### config.mk
export PLATFORM = sky130hd
export DESIGN_NAME = iomem_mailbox
export DESIGN_NICKNAME = d
export VERILOG_FILES = /design/src/rtl/iomem_mailbox_pkg.sv /design/src/rtl/mailbox_fifo.sv /design/src/rtl/iomem_mailbox.sv
export SDC_FILE = /design/constraint.sdc
export NUM_CORES = 1
export LEC_CHECK = 0
export BUFFER_PORTS_ARGS = -buffer_cell sky130_fd_sc_hd__buf_2
export CELL_PAD_IN_SITES_DETAIL_PLACEMENT = 1
export CELL_PAD_IN_SITES_GLOBAL_PLACEMENT = 1
export CORE_MARGIN = 2
export CORE_UTILIZATION = 30
export CTS_BUF_LIST = sky130_fd_sc_hd__clkbuf_16
export CTS_CLUSTER_DIAMETER = 60
export CTS_CLUSTER_SIZE = 8
export DETAILED_ROUTE_END_ITERATION = 8
export HOLD_SLACK_MARGIN = 0.02
export PLACE_DENSITY_LB_ADDON = 0.1
export SETUP_SLACK_MARGIN = 0.3
export SLEW_MARGIN = 30
export SYNTH_ARGS = -nofsm -noshare
export SYNTH_HDL_FRONTEND = slang
export SYNTH_SLANG_ARGS = --single-unit
### constraint.sdc
create_clock -name clk -period 5.4 [get_ports clk]
set_clock_uncertainty 0.1 [all_clocks]
set_input_delay 0.54 -clock clk [delete_from_list [all_inputs] [get_ports clk]]
set_output_delay 0.54 -clock clk [all_outputs]
set_load 0.05 [all_outputs]
### src/rtl/iomem_mailbox_pkg.sv
`default_nettype none
// +----------------------------------------------------------------------+
// | iomem_mailbox_pkg                                                     |
// | Register offsets, STATUS/IRQ_EN/CTRL bit positions and FSM encoding   |
// | shared by the iomem mailbox responder.                                |
// | Rev 1.0 - initial release                                             |
// +----------------------------------------------------------------------+
package iomem_mailbox_pkg;

    localparam logic [5:0] c_off_data   = 6'h00;
    localparam logic [5:0] c_off_status = 6'h01;
    localparam logic [5:0] c_off_irq_en = 6'h02;
    localparam logic [5:0] c_off_ctrl   = 6'h03;

    localparam int c_stat_rx_empty = 0;
    localparam int c_stat_rx_full  = 1;
    localparam int c_stat_tx_empty = 2;
    localparam int c_stat_tx_full  = 3;
    localparam int c_stat_rx_count = 8;
    localparam int c_stat_tx_count = 16;
    localparam int c_stat_count_w  = 5;

    localparam int c_irq_rx_ne = 0;
    localparam int c_irq_tx_e  = 1;

    localparam int c_ctrl_flush_rx = 0;
    localparam int c_ctrl_flush_tx = 1;

    localparam logic [31:0] c_empty_read = 32'hFFFF_FFFF;

    localparam logic [1:0] c_state_idle = 2'd0;
    localparam logic [1:0] c_state_wait = 2'd1;
    localparam logic [1:0] c_state_resp = 2'd2;

endpackage
`default_nettype wire

### src/rtl/mailbox_fifo.sv
`default_nettype none
// +----------------------------------------------------------------------+
// | mailbox_fifo                                                          |
// | Synchronous show-ahead FIFO with flush; DEPTH must be a power of two. |
// | Rev 1.0 - initial release                                             |
// +----------------------------------------------------------------------+
module mailbox_fifo #(
    parameter int DEPTH = 16,
    parameter int WIDTH = 32
) (
    input  logic                     clk,
    input  logic                     resetn,
    input  logic                     push,
    input  logic                     pop,
    input  logic                     flush,
    input  logic [WIDTH-1:0]         wdata,
    output logic [WIDTH-1:0]         rdata,
    output logic                     full,
    output logic                     empty,
    output logic [$clog2(DEPTH):0]   count
);

    localparam int AW = $clog2(DEPTH);
    localparam logic [AW:0] c_depth = DEPTH[AW:0];

    logic [WIDTH-1:0] r_mem [DEPTH];
    logic [AW-1:0]    r_wr_ptr;
    logic [AW-1:0]    r_rd_ptr;
    logic [AW:0]      r_count;
    logic             w_push;
    logic             w_pop;

    assign full   = (r_count == c_depth);
    assign empty  = (r_count == '0);
    assign count  = r_count;
    assign rdata  = r_mem[r_rd_ptr];
    assign w_push = push && !full;
    assign w_pop  = pop && !empty;

    // Flush wins over any same-cycle push or pop.
    always_ff @(posedge clk or negedge resetn) begin
        if (!resetn) begin
            r_wr_ptr <= '0;
            r_rd_ptr <= '0;
            r_count  <= '0;
        end else if (flush) begin
            r_wr_ptr <= '0;
            r_rd_ptr <= '0;
            r_count  <= '0;
        end else begin
            if (w_push) r_wr_ptr <= r_wr_ptr + 1'b1;
            if (w_pop)  r_rd_ptr <= r_rd_ptr + 1'b1;
            case ({w_push, w_pop})
                2'b10:   r_count <= r_count + 1'b1;
                2'b01:   r_count <= r_count - 1'b1;
                default: r_count <= r_count;
            endcase
        end
    end

    always_ff @(posedge clk) begin
        if (w_push && !flush) r_mem[r_wr_ptr] <= wdata;
    end

endmodule
`default_nettype wire

### src/rtl/iomem_mailbox.sv
`default_nettype none
// +----------------------------------------------------------------------+
// | iomem_mailbox                                                         |
// | PicoSoC iomem responder with RX/TX word FIFOs and a level interrupt.  |
// | Optional feature macro: IOMEM_MAILBOX_IRQ_EN (IRQ_EN register + irq). |
// | Rev 1.0 - initial release                                             |
// +----------------------------------------------------------------------+
module iomem_mailbox
    import iomem_mailbox_pkg::*;
#(
    parameter logic [31:0] BASE_ADDR = 32'h0300_0000,
    parameter int          DEPTH     = 16
) (
    input  logic        clk,
    input  logic        resetn,
    input  logic        iomem_valid,
    output logic        iomem_ready,
    input  logic [3:0]  iomem_wstrb,
    input  logic [31:0] iomem_addr,
    input  logic [31:0] iomem_wdata,
    output logic [31:0] iomem_rdata,
    output logic        irq,
    input  logic        in_valid,
    output logic        in_ready,
    input  logic [31:0] in_data,
    output logic        out_valid,
    input  logic        out_ready,
    output logic [31:0] out_data
);

    localparam int CW = $clog2(DEPTH) + 1;

    logic [1:0]  r_state;
    logic [1:0]  w_state_next;
    logic [31:0] r_rdata;
    logic [31:0] w_rd_data;
    logic [31:0] w_status;
    logic [5:0]  w_offset;
    logic        w_sel, w_is_write, w_stall, w_req, w_accept, w_ctrl_wr;
    logic        w_rx_full, w_rx_empty, w_tx_full, w_tx_empty;
    logic [31:0] w_rx_rdata;
    logic [CW-1:0] w_rx_count, w_tx_count;
    logic [c_stat_count_w-1:0] w_rx_cnt_ext, w_tx_cnt_ext;
    logic [1:0]  w_irq_en;
    logic        w_unused_ok;

    assign w_sel      = (iomem_addr[31:8] == BASE_ADDR[31:8]);
    assign w_offset   = iomem_addr[7:2];
    assign w_is_write = |iomem_wstrb;
    assign w_stall    = w_is_write && (w_offset == c_off_data) && w_tx_full;
    assign w_req      = iomem_valid && w_sel && (r_state != c_state_resp);
    assign w_accept   = w_req && !w_stall;
    assign w_ctrl_wr  = w_accept && w_is_write && (w_offset == c_off_ctrl) && iomem_wstrb[0];

    assign iomem_ready = (r_state == c_state_resp);
    assign iomem_rdata = r_rdata;
    assign in_ready    = !w_rx_full;
    assign out_valid   = !w_tx_empty;
    assign w_unused_ok = &{1'b0, iomem_addr[1:0], iomem_wdata[31:2]};

    mailbox_fifo #(.DEPTH(DEPTH), .WIDTH(32)) u_rx_fifo (
        .clk    (clk),
        .resetn (resetn),
        .push   (in_valid && !w_rx_full),
        .pop    (w_accept && !w_is_write && (w_offset == c_off_data) && !w_rx_empty),
        .flush  (w_ctrl_wr && iomem_wdata[c_ctrl_flush_rx]),
        .wdata  (in_data),
        .rdata  (w_rx_rdata),
        .full   (w_rx_full),
        .empty  (w_rx_empty),
        .count  (w_rx_count)
    );

    mailbox_fifo #(.DEPTH(DEPTH), .WIDTH(32)) u_tx_fifo (
        .clk    (clk),
        .resetn (resetn),
        .push   (w_accept && w_is_write && (w_offset == c_off_data)),
        .pop    (out_ready && !w_tx_empty),
        .flush  (w_ctrl_wr && iomem_wdata[c_ctrl_flush_tx]),
        .wdata  (iomem_wdata),
        .rdata  (out_data),
        .full   (w_tx_full),
        .empty  (w_tx_empty),
        .count  (w_tx_count)
    );

    always_comb begin
        w_rx_cnt_ext         = '0;
        w_tx_cnt_ext         = '0;
        w_rx_cnt_ext[CW-1:0] = w_rx_count;
        w_tx_cnt_ext[CW-1:0] = w_tx_count;
        w_status                  = '0;
        w_status[c_stat_rx_empty] = w_rx_empty;
        w_status[c_stat_rx_full]  = w_rx_full;
        w_status[c_stat_tx_empty] = w_tx_empty;
        w_status[c_stat_tx_full]  = w_tx_full;
        w_status[c_stat_rx_count +: c_stat_count_w] = w_rx_cnt_ext;
        w_status[c_stat_tx_count +: c_stat_count_w] = w_tx_cnt_ext;
    end

    // Writes and CTRL/unmapped reads return 0 so the bus can OR responders.
    always_comb begin
        w_rd_data = '0;
        if (!w_is_write) begin
            case (w_offset)
                c_off_data:   w_rd_data = w_rx_empty ? c_empty_read : w_rx_rdata;
                c_off_status: w_rd_data = w_status;
                c_off_irq_en: w_rd_data = {30'd0, w_irq_en};
                default:      w_rd_data = '0;
            endcase
        end
    end

    always_comb begin
        w_state_next = c_state_idle;
        case (r_state)
            c_state_idle, c_state_wait: begin
                if (w_accept)   w_state_next = c_state_resp;
                else if (w_req) w_state_next = c_state_wait;
            end
            default: w_state_next = c_state_idle;
        endcase
    end

    always_ff @(posedge clk or negedge resetn) begin
        if (!resetn) begin
            r_state <= c_state_idle;
            r_rdata <= '0;
        end else begin
            r_state <= w_state_next;
            r_rdata <= w_accept ? w_rd_data : 32'd0;
        end
    end

`ifdef IOMEM_MAILBOX_IRQ_EN
    logic [1:0] r_irq_en;
    logic       r_irq;
    logic       w_irq_en_wr;

    assign w_irq_en_wr = w_accept && w_is_write && (w_offset == c_off_irq_en) && iomem_wstrb[0];

    always_ff @(posedge clk or negedge resetn) begin
        if (!resetn) begin
            r_irq_en <= '0;
            r_irq    <= 1'b0;
        end else begin
            if (w_irq_en_wr) r_irq_en <= iomem_wdata[1:0];
            r_irq <= (r_irq_en[c_irq_rx_ne] & ~w_rx_empty) | (r_irq_en[c_irq_tx_e] & w_tx_empty);
        end
    end

    assign w_irq_en = r_irq_en;
    assign irq      = r_irq;
`else
    assign w_irq_en = 2'b00;
    assign irq      = 1'b0;
`endif

endmodule
`default_nettype wire

==> summary.md, run 1 <==
| Metric | Value |
|---|---|
| Worst-skew pair later-pin latency | `approximately 0.76 ns` |
| Relative slew slack | `0.381` |
| Hold depth | `1` |
| FF-to-FF End | `u_rx_fifo.count[4]$_DFFE_PN0P_` |
| DR vias/cell | `about 4.8` |
| Final Hold Viols | `0` |
| Final Util | `0.365` |
| CTS clk-pin slew, worst paths | `about 0.050 ns` |
| Core Rows | `137` |
| Outcome | `finished, final reports clean` |
| Leak pwr | `16.4 nW` |
| Fraction of layout cells with a size suffix above 1 | `0.335` |
| Initial core utilization | `0.301` |
| Drt drc | `0` |
| Post-synth EDFFs | `roughly 1000` |
| Worst slew pin tran | `just over 0.9 ns` |
| Switching pwr | `a little under 7 mW` |
| 1st-iter DRT viols | `approximately 1100` |
| Overflow after GRT | `0` |
| Post-cts sizing count | `0` |
| DR WL met2 | `59000 µm` |
| Area contributors post-synth | `edfxtp_1 73%, mux4_2 14%, dfrtp_1 3.6%` |
| H-tree depth | `4` |
| Worst endpoint data arrival time | `3.68 ns` |
| Setup crit start | `u_tx_fifo.r_rd_ptr[0]$_DFFE_PN0P_` |
| Top FF cell, synth | `edfxtp_1` |
| DRT met1 WL | `about 46000 µm` |
| Antenna Nets Post-Route | `0` |
| CTS Buf Count | `~160` |
| Ys async rst share | `0.0554` |
| Share of the synthesized area in the top cell type | `0.733` |
| Worst vdd ir | `0.352 mV` |
| Highest Signal Layer | `met5` |
| Commonest cells post-synth | `1024 x edfxtp_1, 270 x mux4_2, 70 x mux2i_1` |
| Syn_nets | `roughly 2000` |
| Gr usage total | `0.159` |
| Crit path time final | `between 4 and 5 ns` |
| Unique masters post-synth | `between 50 and 60` |
| Area Overhead vs Synth | `21.0%` |
| Max frequency | `approximately 230 MHz` |
| GPL Wtd Cong | `0.713` |
| Vias in the first global route | `23000` |
| Critical Path Sink Type | `output port` |
| RSZ-0062 raised after global routing | `false` |
| CP required | `about 4.8 ns` |
| Area occupied by multi-input gates | `a little over 9000 µm²` |
| Crit Path Max Fanout | `31` |
| Sw Ratio | `0.286` |
| Setup ws final | `about 1.1 ns` |
| PortBufs | `169` |
| CTS tree | `done` |
| Met3 wire length | `roughly 3800 µm` |
| Power Density | `464 nW/µm²` |
| Max clock buf depth | `3` |
| Cell-internal power | `between 15 and 20 mW` |
| Synth Instances | `roughly 1900` |
| Initial antenna violation count | `11` |
| Fin crit share | `0.801` |
| Worst R2R Start | `r_state[1]$_DFF_PN0_` |
| Pins Over Slew Limit | `0` |
| Core area | `around 140000 µm²` |
| WL final | `112000 µm` |
| Dpl hpwl | `63000 µm` |
| DR WL/cell | `between 20 and 30 µm` |
| Synthesized flop and latch total | `1084` |
| Slowest CP cell | `dfrtp_4` |
| Fillers | `13500` |
| Largest net degree at the start of global routing | `55` |
| TNS Setup | `0 ns` |
| Clk root buf | `clkbuf_16` |
| Num Clock Sinks | `between 1000 and 1500` |
| Synth Warn # | `0` |
| First-pass GRT wire length | `around 160000 µm` |
| Max Cap Viol | `0` |
| Mean post-synth cell area | `around 22 µm²` |
| Final Setup Violations | `0` |
| IO Pins | `between 150 and 200` |
| CP Launch Type | `flop` |
| Cell with the most instances after synthesis | `edfxtp_1` |
| Detailed Routing Iterations Pass 1 | `5` |
| Register area | `approximately 32000 µm²` |
| Cell depth of the worst flop-to-flop path | `13` |
| Comb power frac | `0.190` |
| Seq/Total Area, Yosys | `0.769` |
| Die X | `about 380 µm` |
| DR vias | `about 20000` |
| Leading area contributor after synthesis | `edfxtp_1` |
| Most frequent CP cell | `mux4_2` |
| Pre-CTS setup slack | `0.721 ns` |
| CP cell instances | `buf_4 -> mux4_2 -> mux4_2 -> buf_2` |
| Reg2reg setup slack | `1.31 ns` |
| DIE AREA | `143000 µm²` |
| Crit path largest cell delay | `0.85 ns` |
| Area of the mapped netlist | `41900 µm²` |
| Worst hold-check path type | `input port to flop` |
| Critical path capture point | `out_data[3]` |
| Clock share of power | `0.381` |
| Die Ht | `roughly 380 µm` |
| Sequential share of power | `0.429` |
| Final #Nets | `approximately 2400` |
| Setup CP Type | `flop to output port` |
routing by layer:
metal,vias up,global-route usage
li1,8716,-
met1,11000,0.195
met2,369,0.284
met3,183,0.0307
met4,10,0.0474
met5,-,0
cell families after synthesis:
kind of cell,count (synthesis),share of synthesized area
AO/OA/AOI/OAI,114,0.0192
XOR/XNOR,18,0.00376
adder cells (fa/ha/maj),19,0.00585
buffers and inverters,135,0.0131
flip-flops,1084,0.769
multiplexers,355,0.166
other,1,0.0000894
AND/OR/NAND/NOR,165,0.0234
metrics by stage:
stage / power (mW) / hold WS (ns) / cell area, µm² / cells
3_5_place_dp: 14.8 / 0.357 / 45600 / 3905
5_1_grt: 24.5 / 0.0602 / 50800 / 4208
4_1_cts: 24.0 / 0.0295 / 50700 / 4206
3_3_place_gp: 14.8 / 0.356 / 45600 / 3905
6_report: 23.5 / 0.0945 / 50800 / 4209
2_1_floorplan: 13.3 / 0.144 / 42000 / 1891
power by group through the flow:
stage | sequential [mW] | clock [mW] | combinational (mW)
floorplan | 9.96 | 0 | 3.35
global placement | 10.3 | 0 | 4.52
detailed placement | 10.3 | 0 | 4.55
CTS | 10.1 | 9.29 | 4.60
global route | 10.2 | 9.58 | 4.77
finish | 10.1 | 8.97 | 4.46
what timing repair did:
action,in CTS,in global routing
hold endpoints to repair,962,0
hold buffers,63,0
buffers inserted,0,0
how the worst min path moves through the flow:
stage | from | to
after floorplan | resetn | iomem_rdata[0]$_DFF_PN0_
after global placement | r_state[1]$_DFF_PN0_ | r_state[0]$_DFF_PN0_
after detailed placement | r_state[1]$_DFF_PN0_ | r_state[0]$_DFF_PN0_
after CTS | in_data[28] | u_rx_fifo.r_mem[8][28]$_DFFE_PP_
after global routing | in_data[28] | u_rx_fifo.r_mem[10][28]$_DFFE_PP_
final | in_data[28] | u_rx_fifo.r_mem[8][28]$_DFFE_PP_
area by class of cell:
type,count,share of cell area
multi-input combinational,672,0.184
tap,1876,0.0462
antenna,2,0.0000986
clock buffer,160,0.0789
sequential,1084,0.636
clock inverter,78,0.0105
timing repair buffer,313,0.0426
inverter,24,0.00177
layout by cell type, fill, tap and decap left out, drive strengths merged, types with 6 or more instances in the layout:
master	n
edfxtp	1024
nor2	33
ha	18
o211ai	21
nand2	31
inv	81
a22oi	18
xnor2	12
xor2	6
mux2	15
clkinv	20
nand3	8
dlygate4sd3	63
nor2b	7
mux2i	70
clkbuf	160
dfrtp	60
nor4b	6
or2	18
and4b	6
o21ai	11
and4	7
buf	250
a31oi	20
a221oi	10
a21oi	12
mux4	270
nor4	29
critical path: cells and delay by family, from the launching register on:
family	cells	cell delay, ns
flops	1	0.85
mux	2	1.14
buf+inv	2	0.91
registers in the layout, indices dropped and copies added, names as in the netlist:
name                count
u_tx_fifo.r_rd_ptr      4
iomem_rdata            32
u_rx_fifo.r_rd_ptr      4
u_rx_fifo.r_mem       512
u_tx_fifo.r_wr_ptr      4
r_state                 2
u_rx_fifo.r_wr_ptr      4
u_rx_fifo.count         5
u_tx_fifo.count         5
u_tx_fifo.r_mem       512
Power figures use the tool's default switching activity.
==> inputs of run 2 (changes only) <==
Clock period 5.4 ns to 3.95 ns, I/O delays scaled along.
==> summary.md, run 2 (synthesis gave the netlist of run 1 again) <==
| Metric | Value |
|---|---|
| Outcome | `finished, final reports clean` |
| Initial antenna violation count | `8` |
| Max clock buf depth | `3` |
| GPL Wtd Cong | `between 0.7 and 0.8` |
| Worst hold-check path type | `input port to asynchronous set/reset pin` |
| Critical Path Sink Type | `output port` |
| Core area | `between 100000 and 150000 µm²` |
| Fraction of layout cells with a size suffix above 1 | `0.348` |
| Max frequency | `roughly 290 MHz` |
| Crit Path Max Fanout | `38` |
| TNS Setup | `0 ns` |
| Worst endpoint data arrival time | `~3 ns` |
| Pwr Total | `32.7 mW` |
| Worst vdd ir | `0.393 mV` |
| Die X | `378 µm` |
| PortBufs | `~170` |
| Pins Over Slew Limit | `0` |
| DR vias | `between 20000 and 25000` |
| RSZ-0062 raised after global routing | `false` |
| CTS tree | `done` |
| Die Ht | `approximately 380 µm` |
| Detailed Routing Iterations Pass 1 | `5` |
| Final Setup Violations | `0` |
| Setup CP Type | `flop to output port` |
| Power Density | `around 630 nW/µm²` |
| Vias in the first global route | `23300` |
| 1st-iter DRT viols | `~1200` |
| DIE AREA | `~140000 µm²` |
| Overflow after GRT | `0` |
| Dpl hpwl | `approximately 64000 µm` |
| WL final | `~110000 µm` |
| Crit path time final | `roughly 3.5 ns` |
| Final Hold Viols | `0` |
| First-pass GRT wire length | `about 170000 µm` |
| Gr busiest metal | `met2` |
| Clk root buf | `clkbuf_16` |
| Leak pwr | `16.7 nW` |
| Worst Hold Slack | `approximately 0.095 ns` |
| Worst-skew pair later-pin latency | `between 0.7 and 0.8 ns` |
| CP required | `roughly 3.5 ns` |
| Drt drc | `0` |
| Worst slew pin tran | `between 0.9 and 1 ns` |
| CP Launch Type | `flop` |
| Num Clock Sinks | `roughly 1100` |
| H-tree depth | `4` |
| IO Pins | `around 170` |
| CTS Buf Count | `160` |
| Met2 GRT Util | `0.286` |
| Antenna Nets Post-Route | `0` |
| Setup ws final | `between 0.4 and 0.5 ns` |
| Initial core utilization | `0.301` |
| Area Overhead vs Synth | `23.3%` |
| Commonest non-fill, non-tap cells in the layout | `1024 x edfxtp_1, 270 x mux4_2, 168 x buf_2, 160 x clkbuf_16, 78 x buf_4` |
| Core Rows | `about 140` |
| Pre-CTS setup slack | `-0.0952 ns` |
| M3 GR Usage | `0.0297` |
| Relative slew slack | `0.376` |
| Most common cell after layout, fill and taps aside | `edfxtp_1` |
| Gr usage total | `0.163` |
| CTS clk-pin slew, worst paths | `about 0.050 ns` |
| Fin crit share | `0.884` |
| Largest net degree at the start of global routing | `between 50 and 60` |
| Grt met1 use | `0.203` |
| Max Cap Viol | `0` |
| DR WL/cell | `about 27 µm` |
| Final #Nets | `about 2400` |
| DR vias/cell | `a little under 5` |
run 2: changes by cell type in the layout (fill, tap and decap cells not counted), moves of 2 or more:
cell / previous run / this run
clkinv_16: 4 / 2
nor4_4: 4 / 17
buf_12: 6 / 40
dlygate4sd3_1: 63 / 67
buf_4: 76 / 78
clkinvlp_4: 0 / 4
nor4_2: 15 / 2
nor2b_1: 6 / 4
clkinv_8: 2 / 8
nor2b_2: 1 / 3
run 2: power breakdown:
part	total, mW	internal [mW]	leakage (nW)	switching, mW
clock network	12.4	7.39	2.42	4.98
registers	13.6	13.2	10.0	0.380
logic	6.70	2.66	4.25	4.04
run 2: cell type report:
cell class	instances	area (µm²)
inverter	24	95.1
fill	13400	87500
antenna	3	7.51
multi-input combinational	672	9470
clock buffer	160	4000
sequential	1084	32300
clock inverter	84	589
timing repair buffer	354	2910
tap	1876	2350
run 2: worst max-delay path, cell delays in order (launching register included):
cell and delay, ns:
dfrtp_4 0.41, buf_12 0.15, buf_12 0.31, mux4_2 0.56
mux4_2 0.50, buf_2 0.23
run 2: metal layers:
metal  routed length [µm]  part of all wire
met1                47500              0.42
met5                   53           0.00046
met2                59400              0.52
met3                 4520             0.040
met4                 2740             0.024
run 2: path summary, 6_finish.rpt:
check	start	endpoint	slack, ns	cells past startpoint
hold / removal	resetn	iomem_rdata[0]$_DFF_PN0_	0.1	2
setup reg to reg	r_state[1]$_DFF_PN0_	u_rx_fifo.count[4]$_DFFE_PN0P_	0.47	14
setup / recovery	u_tx_fifo.r_rd_ptr[0]$_DFFE_PN0P_	out_data[21]	0.46	5
min in group clk	out_ready	u_tx_fifo.r_rd_ptr[0]$_DFFE_PN0P_	0.11	4
hold reg to reg	r_state[1]$_DFF_PN0_	r_state[0]$_DFF_PN0_	0.36	1
max in group asynchronous	resetn	iomem_rdata[15]$_DFF_PN0_	2.74	3
run 2: timing repair:
action | 4_1_cts | 5_1_grt
hold buffers | 67 | 0
endpoints found under the hold margin | 1070 | 0
buffers inserted | 6 | 1
pin swaps | 0 | 1
setup endpoints to repair | 32 | 2
gates resized for setup | 0 | 5
run 2: stage by stage:
step	std cells	instance area, µm²	util
5_1_grt	4255	51700	0.371
3_5_place_dp	3936	46300	0.333
6_report	4257	51700	0.371
3_3_place_gp	3933	46300	0.333
4_1_cts	4253	51700	0.371
2_1_floorplan	1891	42100	-
